### src/rtl/ds1302_schedmod.sv
// DS1302 command scheduler: periodic hour/min/sec reads and on-demand time writes,
// issued one command at a time to a control module with per-command timeout.
module ds1302_schedmod #(
  parameter logic [23:0] POLL_CYCLES = 24'd50_000,
  parameter logic [15:0] TIMEOUT     = 16'd60_000
) (
  input  logic       CLOCK,
  input  logic       RST_n,
  input  logic       iStart,
  input  logic [7:0] iHour,
  input  logic [7:0] iMin,
  input  logic [7:0] iSec,
  output logic [7:0] oCall,
  output logic [7:0] oData,
  input  logic       iDone,
  input  logic [7:0] iRdData,
  output logic [7:0] oHour,
  output logic [7:0] oMin,
  output logic [7:0] oSec,
  output logic       oUpdate,
  output logic       oBusy,
  output logic       oErr
);

  typedef enum logic [1:0] {S_IDLE, S_ISSUE, S_GAP, S_PUBLISH} state_t;

  state_t      state_q, state_d;
  logic        seq_wr_q, seq_wr_d;
  logic [2:0]  idx_q, idx_d;
  logic        pend_q, pend_d;
  logic        defer_q, defer_d;
  logic [7:0]  buf_h_q, buf_m_q, buf_s_q;
  logic [7:0]  buf_h_d, buf_m_d, buf_s_d;
  logic [7:0]  snap_h_q, snap_m_q, snap_s_q;
  logic [7:0]  snap_h_d, snap_m_d, snap_s_d;
  logic [7:0]  shd_h_q, shd_m_q, shd_s_q;
  logic [7:0]  shd_h_d, shd_m_d, shd_s_d;
  logic [7:0]  hour_q, min_q, sec_q;
  logic [7:0]  hour_d, min_d, sec_d;
  logic [23:0] poll_q, poll_d;
  logic [15:0] tmo_q, tmo_d;
  logic        upd_q, upd_d;
  logic        err_q, err_d;

  // An iStart arriving while idle is serviced on the same cycle, so it also
  // wins against a poll expiring on that cycle.
  logic       start_pend;
  logic       last_step;
  logic [7:0] call_w, call_r;

  assign start_pend = pend_q | iStart;
  assign last_step  = seq_wr_q ? (idx_q == 3'd4) : (idx_q == 3'd2);
  assign call_w     = 8'h80 >> idx_q;
  assign call_r     = 8'h04 >> idx_q;

  always_comb begin
    state_d  = state_q;
    seq_wr_d = seq_wr_q;
    idx_d    = idx_q;
    pend_d   = pend_q | iStart;
    defer_d  = defer_q;
    buf_h_d  = iStart ? iHour : buf_h_q;
    buf_m_d  = iStart ? iMin  : buf_m_q;
    buf_s_d  = iStart ? iSec  : buf_s_q;
    snap_h_d = snap_h_q;
    snap_m_d = snap_m_q;
    snap_s_d = snap_s_q;
    shd_h_d  = shd_h_q;
    shd_m_d  = shd_m_q;
    shd_s_d  = shd_s_q;
    hour_d   = hour_q;
    min_d    = min_q;
    sec_d    = sec_q;
    poll_d   = poll_q;
    tmo_d    = tmo_q;
    upd_d    = 1'b0;
    err_d    = 1'b0;
    oCall    = 8'h00;
    oData    = 8'h00;

    case (state_q)
      S_IDLE: begin
        if (start_pend) begin
          state_d  = S_ISSUE;
          seq_wr_d = 1'b1;
          idx_d    = 3'd0;
          tmo_d    = 16'd0;
          pend_d   = 1'b0;
          defer_d  = (poll_q == 24'd0);
          snap_h_d = buf_h_d;
          snap_m_d = buf_m_d;
          snap_s_d = buf_s_d;
        end else if (poll_q == 24'd0) begin
          state_d  = S_ISSUE;
          seq_wr_d = 1'b0;
          idx_d    = 3'd0;
          tmo_d    = 16'd0;
        end else begin
          poll_d = poll_q - 24'd1;
        end
      end

      S_ISSUE: begin
        oCall = seq_wr_q ? call_w : call_r;
        if (seq_wr_q) begin
          case (idx_q)
            3'd1:    oData = snap_h_q;
            3'd2:    oData = snap_m_q;
            3'd3:    oData = snap_s_q;
            default: oData = 8'h00;
          endcase
        end
        if (iDone) begin
          state_d = S_GAP;
          if (!seq_wr_q) begin
            case (idx_q)
              3'd0:    shd_h_d = iRdData;
              3'd1:    shd_m_d = iRdData;
              default: shd_s_d = {1'b0, iRdData[6:0]};  // drop clock-halt flag
            endcase
          end
        end else if (tmo_q == TIMEOUT - 16'd1) begin
          // Abort: a failed write stays pending so it is retried from idle.
          state_d = S_IDLE;
          err_d   = 1'b1;
          poll_d  = POLL_CYCLES - 24'd1;
          defer_d = 1'b0;
          if (seq_wr_q) pend_d = 1'b1;
        end else begin
          tmo_d = tmo_q + 16'd1;
        end
      end

      S_GAP: begin
        if (!last_step) begin
          state_d = S_ISSUE;
          idx_d   = idx_q + 3'd1;
          tmo_d   = 16'd0;
        end else if (!seq_wr_q) begin
          state_d = S_PUBLISH;
        end else if (defer_q) begin
          state_d  = S_ISSUE;
          seq_wr_d = 1'b0;
          idx_d    = 3'd0;
          tmo_d    = 16'd0;
          defer_d  = 1'b0;
        end else begin
          state_d = S_IDLE;
          poll_d  = POLL_CYCLES - 24'd1;
        end
      end

      S_PUBLISH: begin
        hour_d  = shd_h_q;
        min_d   = shd_m_q;
        sec_d   = shd_s_q;
        upd_d   = (shd_h_q != hour_q) || (shd_m_q != min_q) || (shd_s_q != sec_q);
        state_d = S_IDLE;
        poll_d  = POLL_CYCLES - 24'd1;
      end

      default: state_d = S_IDLE;
    endcase
  end

  always_ff @(posedge CLOCK) begin
    if (!RST_n) begin
      state_q  <= S_IDLE;
      seq_wr_q <= 1'b0;
      idx_q    <= 3'd0;
      pend_q   <= 1'b0;
      defer_q  <= 1'b0;
      buf_h_q  <= 8'h00;
      buf_m_q  <= 8'h00;
      buf_s_q  <= 8'h00;
      snap_h_q <= 8'h00;
      snap_m_q <= 8'h00;
      snap_s_q <= 8'h00;
      shd_h_q  <= 8'h00;
      shd_m_q  <= 8'h00;
      shd_s_q  <= 8'h00;
      hour_q   <= 8'h00;
      min_q    <= 8'h00;
      sec_q    <= 8'h00;
      poll_q   <= POLL_CYCLES - 24'd1;
      tmo_q    <= 16'd0;
      upd_q    <= 1'b0;
      err_q    <= 1'b0;
    end else begin
      state_q  <= state_d;
      seq_wr_q <= seq_wr_d;
      idx_q    <= idx_d;
      pend_q   <= pend_d;
      defer_q  <= defer_d;
      buf_h_q  <= buf_h_d;
      buf_m_q  <= buf_m_d;
      buf_s_q  <= buf_s_d;
      snap_h_q <= snap_h_d;
      snap_m_q <= snap_m_d;
      snap_s_q <= snap_s_d;
      shd_h_q  <= shd_h_d;
      shd_m_q  <= shd_m_d;
      shd_s_q  <= shd_s_d;
      hour_q   <= hour_d;
      min_q    <= min_d;
      sec_q    <= sec_d;
      poll_q   <= poll_d;
      tmo_q    <= tmo_d;
      upd_q    <= upd_d;
      err_q    <= err_d;
    end
  end

  assign oHour   = hour_q;
  assign oMin    = min_q;
  assign oSec    = sec_q;
  assign oUpdate = upd_q;
  assign oErr    = err_q;
  assign oBusy   = (state_q != S_IDLE);

endmodule

### config.mk
export PLATFORM = sky130hd
export DESIGN_NAME = ds1302_schedmod
export DESIGN_NICKNAME = d
export VERILOG_FILES = /design/src/rtl/ds1302_schedmod.sv
export SDC_FILE = /design/constraint.sdc
export NUM_CORES = 1
export LEC_CHECK = 0
export ABC_AREA = 1
export CAP_MARGIN = 20
export CORE_ASPECT_RATIO = 0.7
export CORE_MARGIN = 2
export CORE_UTILIZATION = 35
export CTS_BUF_LIST = sky130_fd_sc_hd__clkbuf_16
export DETAILED_ROUTE_END_ITERATION = 10
export PLACE_DENSITY_LB_ADDON = 0.3
export SYNTH_ARGS = -nofsm -noshare
export SYNTH_HDL_FRONTEND = slang
export SYNTH_SLANG_ARGS = --single-unit
### constraint.sdc
create_clock -name CLOCK -period 2.3 [get_ports CLOCK]
set_input_delay 0.345 -clock CLOCK [delete_from_list [all_inputs] [get_ports CLOCK]]
set_output_delay 0.345 -clock CLOCK [all_outputs]
set_load 0.01 [all_outputs]
### Word-level counts from Yosys, hierarchy flattened

Cells that the tools add are included.
Widths: inputs -> output; s select.

* register bits: 144
* latch bits: 0
* RAM bits: 0
* bits in read-only memories: 0
* input port bits: 36
* output and inout port bits: 43
* logic and storage cells: 132
* memories: 0

* $add $sub $neg: 3
* multipliers: 0
* divide/modulo/power cells: 0
* magnitude comparators: 0
* equal/unequal tests: 24
* shift-type cells: 2
* mux-type cells: 56
* bitwise gates (word level): 5
* reduce and logical (&&, ||, !) cells: 21

Operators with widths (count)
* $mux 24: 7
* $mux 16: 7
* $pmux 24 s4: 1
* $mux 8: 7
* $pmux 16 s3: 1
* $logic_not 24->1: 1
* $pmux 8 s3: 1
* $sub 24x1->24 const B: 1
* $ne 2x2->1 const B: 9
* $add 16x1->16 const B: 1
* $eq 16x16->1 const B: 1
* $mux 1: 16
* $ne 8x8->1: 2
* $reduce_and 4->1: 4
* $mux 3: 5
* $mux 2: 6
* $ne 3x3->1 const B: 4
* $reduce_and 6->1: 2
* $pmux 2 s4: 1
* $shr 3x3->8 const A: 1
* $shr 8x3->8 const A: 1
* $ne 7x7->1: 1
* $reduce_and 7->1: 1
* $eq 3x2->1 const B: 2
* 19 further kinds: 28

### Depth between registers and ports, before layout

Gate-level depths: netlist of the first run.

* word-level depth: 5
* mapped depth: 12
* depth with buffers taken out: 11

### Least setup slack after synthesis of the first run

OpenSTA, ideal clock, no wires.

* path type: register to output
* from: register idx_q[0]
* to: output port oData[0]
* arrival time: 1.574 ns
* data required time: 1.955 ns
* setup slack: 0.381 ns
* stages on the path, launching flop included: 7
* buffers on the path: 0
* cells stage by stage: dfxtp_1 -> inv_1 -> ha_1 -> nand2_1 -> clkinv_1 -> o311ai_2 -> a31oi_1

* longest elaborated chain between the ends: 4
* elaborated cells between the ends (all ways): 6
* those cells by class: eq/ne (3); mux (3)

RTL lines
* start: declaration: line 29 `logic [2:0] idx_q, idx_d;`
* start signal: assignment: line 192 `idx_q <= idx_d;`
* $eq 3x2->1 / $eq 3x1->1 (equally long branches): line 106 `case (idx_q)`
* $pmux 8 s3 (*): line 106
* $mux 8 (*): line 105 `if (seq_wr_q) begin`
* $mux 8 (*): line 81 `case (state_q)`
* end: declaration: line 14 `output logic [7:0] oData,`

Every way passes the cells marked *; elsewhere a longest branch is shown, timed or not.

### Final worst setup path of the first run

* from: register idx_q[1]
* to: output port oData[7]

Same word-level chain as after synthesis.

==> results.sh, run 1 <==
export IMPL_status="finished clean"
export IMPL_overflow=0
export IMPL_powerDensity_nw_per_um2=1066
export IMPL_drv_cap=0
export IMPL_required_ps=1960
export IMPL_crit_path_end_kind="output pin"
export IMPL_syn_area_sq_um=7123
export IMPL_cts_made_buffers=17
export IMPL_worstSetupStartpointType="flop"
export IMPL_fmaxAchievable_mhz=448.4
export IMPL_clock_path_buffers=2
export IMPL_yosysSeqAreaShare_pct=40.47
export IMPL_grt_pass1_wl_mm=30.34
export IMPL_portBuffers=77
export IMPL_clk_root_buffer_cell="clkbuf_16"
export IMPL_vdd_ir_drop_max_uv=478.9
export IMPL_synth_area_leaders="dfxtp_1 40%, nor2_1 12%, nand2_1 11%"
export IMPL_synth_seq_cells=144
export IMPL_num_rows=43
export IMPL_start_util_pct=35.78
export IMPL_synth_warnings=0
export IMPL_first_global_vias=5993
export IMPL_yosysTopAreaCellShare_pct=40.47
export IMPL_p_leak_uw=0.003682
export IMPL_dr_pass1_iters=4
export IMPL_vias_per_cell=4.807
export IMPL_synthFlopType="dfxtp_1"
export IMPL_num_antenna_cells=0
export IMPL_clock_sinks=144
export IMPL_cts_tree="done"
export IMPL_switching_share_pct=39.09
export IMPL_avgRoutedWirePerCell_um=13.27
export IMPL_synth_cell_types=41
export IMPL_avgSynthCellArea_sq_um=7.067
export IMPL_switchingPower_uw=3700
export IMPL_finalCoreUtilization_pct=44.62
export IMPL_drive_gt1_share_pct=10.55
export IMPL_drc=0
export IMPL_setup_violations=0
export IMPL_hp_class="input port to flop"
export IMPL_critPathArrivalTime_ps=1890
export IMPL_post_dp_cell_area_sq_um=8233
export IMPL_drtAntennaViolNets=0
export IMPL_syn_nets=1056
export IMPL_nets=1135
export IMPL_antenna_found_initial=0
export IMPL_fin_skew_ps=10.63
export IMPL_synthCells=1008
export IMPL_vias=6585
export IMPL_dp_hpwl_mm=12.80
export IMPL_path_class="flop to output pin"
export IMPL_synth_top_cell_by_area="dfxtp_1"
export IMPL_first_iter_violations=428
export IMPL_p_comb_share_pct=36.0
export IMPL_wirelength_mm=18.18
export IMPL_die_area_sq_um=21530
export IMPL_clk_insertion_delay_late_ps=420
export IMPL_grt_util_all_layers_pct=17.38
export IMPL_post_route_min_period_ps=2230
export IMPL_intPower_uw=5767
export IMPL_syn_to_final_growth_pct=24.70
export IMPL_ios=79
export IMPL_fillerInstances=2026
export IMPL_p_clk_share_pct=28.8
export IMPL_hold_viol=0
export IMPL_core_region_area_sq_um=19910
export IMPL_drv_slew=0
export IMPL_fp_dieW_um=174.5
export IMPL_finalCritPeriodShare_pct=96.97
export IMPL_pwr_share_seq_pct=35.2
export IMPL_tightestPinTransition_ps=588.5
export IMPL_gp_congestion=0.8694
export IMPL_holdBufCountCts=0
export IMPL_fp_dieH_um=123.4
export IMPL_path_clk_slew_ps=70
export IMPL_grt_max_degree=64
export IMPL_layout_common_cells="229 x nor2_1, 201 x nand2_1, 141 x dfxtp_1, 63 x o21ai_0, 59 x clkdlybuf4s50_1"
export IMPL_async_reset_ff_share_pct=0
export IMPL_design_area_sq_um=8882
export IMPL_h_tree_depth=4
export IMPL_slew_limit_headroom_pct=60.77
export IMPL_synth_edf_count=0
export IMPL_final_common_cell="nor2_1"
export IMPL_cp_max_fo=7
## metal layers
metal	vias to the layer above	part of all wire, %	GRT usage (%)
met3	16	4.7	3.629
met2	142	41	25.79
li1	3441	-	-
met1	2986	53	25.48
met5	-	0	0
met4	0	1.1	4.635
## state kept, by name, indices dropped and copies added (netlist names), 2 cells and up
name and count:
buf_h_q 8, buf_m_q 8, buf_s_q 8, idx_q 3
oHour 8, oMin 8, oSec 7, poll_q 24
shd_h_q 8, shd_m_q 8, shd_s_q 7, snap_h_q 8
snap_m_q 8, snap_s_q 8, state_q 2, tmo_q 16
## stage by stage
step	TNS (ps)	cells	worst slack (ps)	hold slack, ps	total power, uW
5_1_grt	-18.18	1370	-9.371	444.9	10120
6_report	0	1370	69.78	417.6	9467
3_5_place_dp	0	1334	45.18	475.0	6685
4_1_cts	0	1369	17.78	411.2	9497
3_3_place_gp	0	1334	85.87	473.1	6649
2_1_floorplan	0	1008	380.5	422.8	5619
## power groups by stage
stage / Combinational, uW / Sequential [uW] / Clock (uW)
6_report: 3410 / 3330 / 2720
5_1_grt: 3840 / 3390 / 2890
4_1_cts: 3390 / 3320 / 2780
3_5_place_dp: 3320 / 3370 / 0
3_3_place_gp: 3290 / 3360 / 0
2_1_floorplan: 2360 / 3260 / 0
## final cells by class
type	instances	area [sq um]	area share (%)
multi-input cells	754	3860	43.46
inverters	65	249.0	2.803
flip-flops and latches	144	2889	32.53
clock inverters	15	147.6	1.662
well taps	270	337.8	3.803
repair buffers	105	973.4	10.96
clock buffers	17	425.4	4.789
## synthesized netlist by cell type, drive strengths merged, types with 12 or more instances
library cell / instances
a211oi: 24
a21oi: 48
buf: 17
clkbuf: 28
dfxtp: 144
ha: 12
inv: 63
mux2i: 24
nand2: 208
nand3: 47
nand4: 13
nor2: 239
o21ai: 64
xnor2: 24
## cells by family after synthesis
group | share of synthesized area (%)
simple gates | 30.53
compound gates | 12.63
flops | 40.47
buf+inv | 6.535
xor+xnor | 4.303
mux | 3.373
fa+ha+maj | 2.108
other cells | 0.05265
## timing repair
| item | 4_1_cts | 5_1_grt |
|---|---|---|
| buffers inserted | 3 | 1 |
| endpoints found under the setup margin | 15 | 13 |
| gates resized for setup | 51 | 19 |
| pin swaps | 1 | 3 |
## worst max-delay path, stage by stage (launching register included)
cell	delay, ps
dfxtp_4	360
ha_2	180
ha_4	170
o311ai_4	280
buf_4	170
buf_6	110
a31oi_1	40
buf_2	140
## worst paths after layout
kind / start / to / slack [ps] / cells past startpoint
hold / removal: RST_n / buf_m_q[3] / 420 / 3
setup reg to reg: idx_q[1] / poll_q[14] / 210 / 12
setup / recovery: idx_q[1] / oData[7] / 70 / 7
hold reg to reg: shd_s_q[0] / shd_s_q[0] / 490 / 2
(Power assumes the default switching activity.)
==> inputs of run 2 (changes only) <==
--- a/config.mk
+++ b/config.mk
@@ -11,6 +11,7 @@
 export CORE_MARGIN = 2
 export CORE_UTILIZATION = 35
 export CTS_BUF_LIST = sky130_fd_sc_hd__clkbuf_16
+export CTS_CLUSTER_SIZE = 8
 export DETAILED_ROUTE_END_ITERATION = 10
 export PLACE_DENSITY_LB_ADDON = 0.3
 export SYNTH_ARGS = -nofsm -noshare
==> results of run 2 <==
Same layout as run 1: the final DEF is identical, and so are final timing and power.
==> inputs of run 3 (changes only) <==
--- a/config.mk
+++ b/config.mk
@@ -13,7 +13,7 @@
 export CTS_BUF_LIST = sky130_fd_sc_hd__clkbuf_16
 export CTS_CLUSTER_SIZE = 8
 export DETAILED_ROUTE_END_ITERATION = 10
-export PLACE_DENSITY_LB_ADDON = 0.3
+export PLACE_DENSITY_LB_ADDON = 0.1
 export SYNTH_ARGS = -nofsm -noshare
 export SYNTH_HDL_FRONTEND = slang
 export SYNTH_SLANG_ARGS = --single-unit
==> run 3 against run 2 <==
Design area increased by 0.68%. First-iteration DRC count increased by 10%. Critical endpoint is now oData[4]. Count of clock-buffer cells in the layout unchanged. Critical path type unchanged. Cell count increased by 0.66%.
==> results.sh, run 3 (synthesis gave the netlist of run 1 again) <==
export IMPL_path_class="flop to output pin"
export IMPL_tightestPinTransition_ps=693.4
export IMPL_fin_hold_ws_ps=389.3
export IMPL_dr_pass1_iters=5
export IMPL_wl_met1_mm=10.08
export IMPL_required_ps=1960
export IMPL_grt_util_all_layers_pct=18.16
export IMPL_antenna_found_initial=1
export IMPL_gp_congestion=0.8105
export IMPL_critPathArrivalTime_ps=1880
export IMPL_switching_share_pct=37.58
export IMPL_startpoint="idx_q[0]"
export IMPL_top_register="poll_q"
export IMPL_drv_cap=0
export IMPL_worstSetupStartpointType="flop"
export IMPL_top_regs="poll_q (24), tmo_q (16)"
export IMPL_cts_made_buffers=17
export IMPL_drive_gt1_share_pct=10.83
export IMPL_drtAntennaViolNets=0
export IMPL_pwr_share_seq_pct=34.9
export IMPL_avgRoutedWirePerCell_um=13.59
export IMPL_num_rows=43
export IMPL_first_global_vias=6027
export IMPL_p_clk_share_pct=27.6
export IMPL_wl_met3_um=986
export IMPL_status="finished clean"
export IMPL_nets=1143
export IMPL_first_iter_violations=471
export IMPL_overflow=0
export IMPL_reg2reg_slack_ps=390
export IMPL_intPower_uw=5914
export IMPL_p_leak_uw=0.003743
export IMPL_portBuffers=77
export IMPL_reg2reg_to="tmo_q[6]"
export IMPL_cp_max_fo=5
export IMPL_p_comb_share_pct=37.5
export IMPL_reg2reg_depth=10
export IMPL_cts_tree="done"
export IMPL_h_tree_depth=4
export IMPL_wirelength_mm=18.74
export IMPL_dp_hpwl_mm=13.16
export IMPL_clock_path_buffers=2
export IMPL_vdd_ir_drop_max_uv=695.7
export IMPL_die_area_sq_um=21530
export IMPL_powerDensity_nw_per_um2=1059
export IMPL_post_route_min_period_ps=2224
export IMPL_fp_dieW_um=174.5
export IMPL_finalCoreUtilization_pct=44.92
export IMPL_clock_sinks=144
export IMPL_grt_max_degree=64
export IMPL_vias=6530
export IMPL_switchingPower_uw=3560
export IMPL_fin_skew_ps=7.208
export IMPL_largest_reg_flops=24
export IMPL_finalCritPeriodShare_pct=96.70
export IMPL_fillerInstances=2053
export IMPL_drc=0
export IMPL_setup_violations=0
export IMPL_core_region_area_sq_um=19910
export IMPL_grt_pass1_wl_mm=31.18
export IMPL_crit_path_end_kind="output pin"
export IMPL_final_common_cell="nor2_1"
export IMPL_fmaxAchievable_mhz=449.6
export IMPL_endpoint="oData[4]"
export IMPL_multi_input_area_sq_um=3845
export IMPL_clk_root_buffer_cell="clkbuf_16"
export IMPL_top_layer="met4"
export IMPL_grt_setup_unrepaired="true"
export IMPL_layout_common_cells="230 x nor2_1, 201 x nand2_1, 140 x dfxtp_1, 63 x o21ai_0, 61 x clkdlybuf4s50_1"
export IMPL_ios=79
export IMPL_clk_insertion_delay_late_ps=420
export IMPL_hold_viol=0
export IMPL_syn_to_final_growth_pct=25.54
export IMPL_drv_slew=0
export IMPL_vias_per_cell=4.735
export IMPL_seqCellArea_sq_um=2888
export IMPL_slew_limit_headroom_pct=53.72
export IMPL_wl_met2_mm=7.486
export IMPL_worstReg2RegStart="poll_q[0]"
export IMPL_start_util_pct=35.78
export IMPL_fp_dieH_um=123.4
export IMPL_hp_class="input port to flop"
export IMPL_path_clk_slew_ps=60
-- run 3: changes by cell type in the layout (fill, tap and decap cells not counted), sizes merged --
cell	before	now
inv	73	66
buf	37	43
clkinv	4	8
dlygate4sd2	4	1
dlymetal6s2s	3	6
clkdlybuf4s50	59	61
clkinvlp	2	4
bufinv	1	2
clkbuf	19	18
clkdlybuf4s15	0	1
diode	0	1
-- run 3: power by group through the flow --
stage	Combinational [uW]	Sequential, uW	Clock [uW]
final	3550	3300	2620
after global routing	4030	3370	2810
after CTS	3590	3290	2700
after detailed placement	3520	3330	0
after global placement	3510	3350	0
after floorplan	2360	3260	0
-- run 3: layout make-up --
cell class              count  area share (%)
well taps                 270           3.778
diodes                      1         0.02798
flip-flops and latches    144           32.29
repair buffers            113           11.92
inverters                  65           2.784
clock inverters            15           1.441
multi-input cells         754           43.00
clock buffers              17           4.757
-- run 3: worst min-delay path by stage --
stage	depth (start not counted)	end	from	slack, ps
floorplan	1	oErr	iDone	420
global placement	2	buf_h_q[0]	buf_h_q[0]	480
detailed placement	2	shd_h_q[0]	shd_h_q[0]	480
CTS	3	idx_q[2]	RST_n	370
global route	3	idx_q[1]	RST_n	400
finish	3	idx_q[1]	RST_n	390
-- run 3: routing by layer --
layer,vias to the layer above,global-route usage [%]
li1,3454,-
met1,2928,26.65
met2,133,26.44
met3,15,4.951
met4,0,3.906
met5,-,0
-- run 3: what timing repair did --
item / in CTS / in global routing
resized for setup: 40 / 19
setup buffers: 6 / 0
hold buffers: 0 / 0
setup endpoints to repair: 17 / 16
pin swaps: 1 / 3
-- run 3: worst max-delay path, cell delays in order, from the launching register on --
cell      delay [ps]
dfxtp_2          330
ha_2             200
ha_4             170
o311ai_4         310
buf_12           160
buf_4            110
a31oi_2           40
buf_2            150
-- run 3: per-stage QoR --
step | cells | instance area, sq um | TNS (ps) | power, uW | worst slack [ps]
finish | 1379 | 8942 | 0 | 9474 | 75.88
global route | 1378 | 8940 | -8.882 | 10210 | -8.045
CTS | 1378 | 8892 | 0 | 9588 | 1.857
detailed placement | 1340 | 8278 | -1380 | 6849 | -198.5
global placement | 1340 | 8278 | -1361 | 6857 | -196.0
floorplan | 1008 | 7123 | 0 | 5619 | 380.5
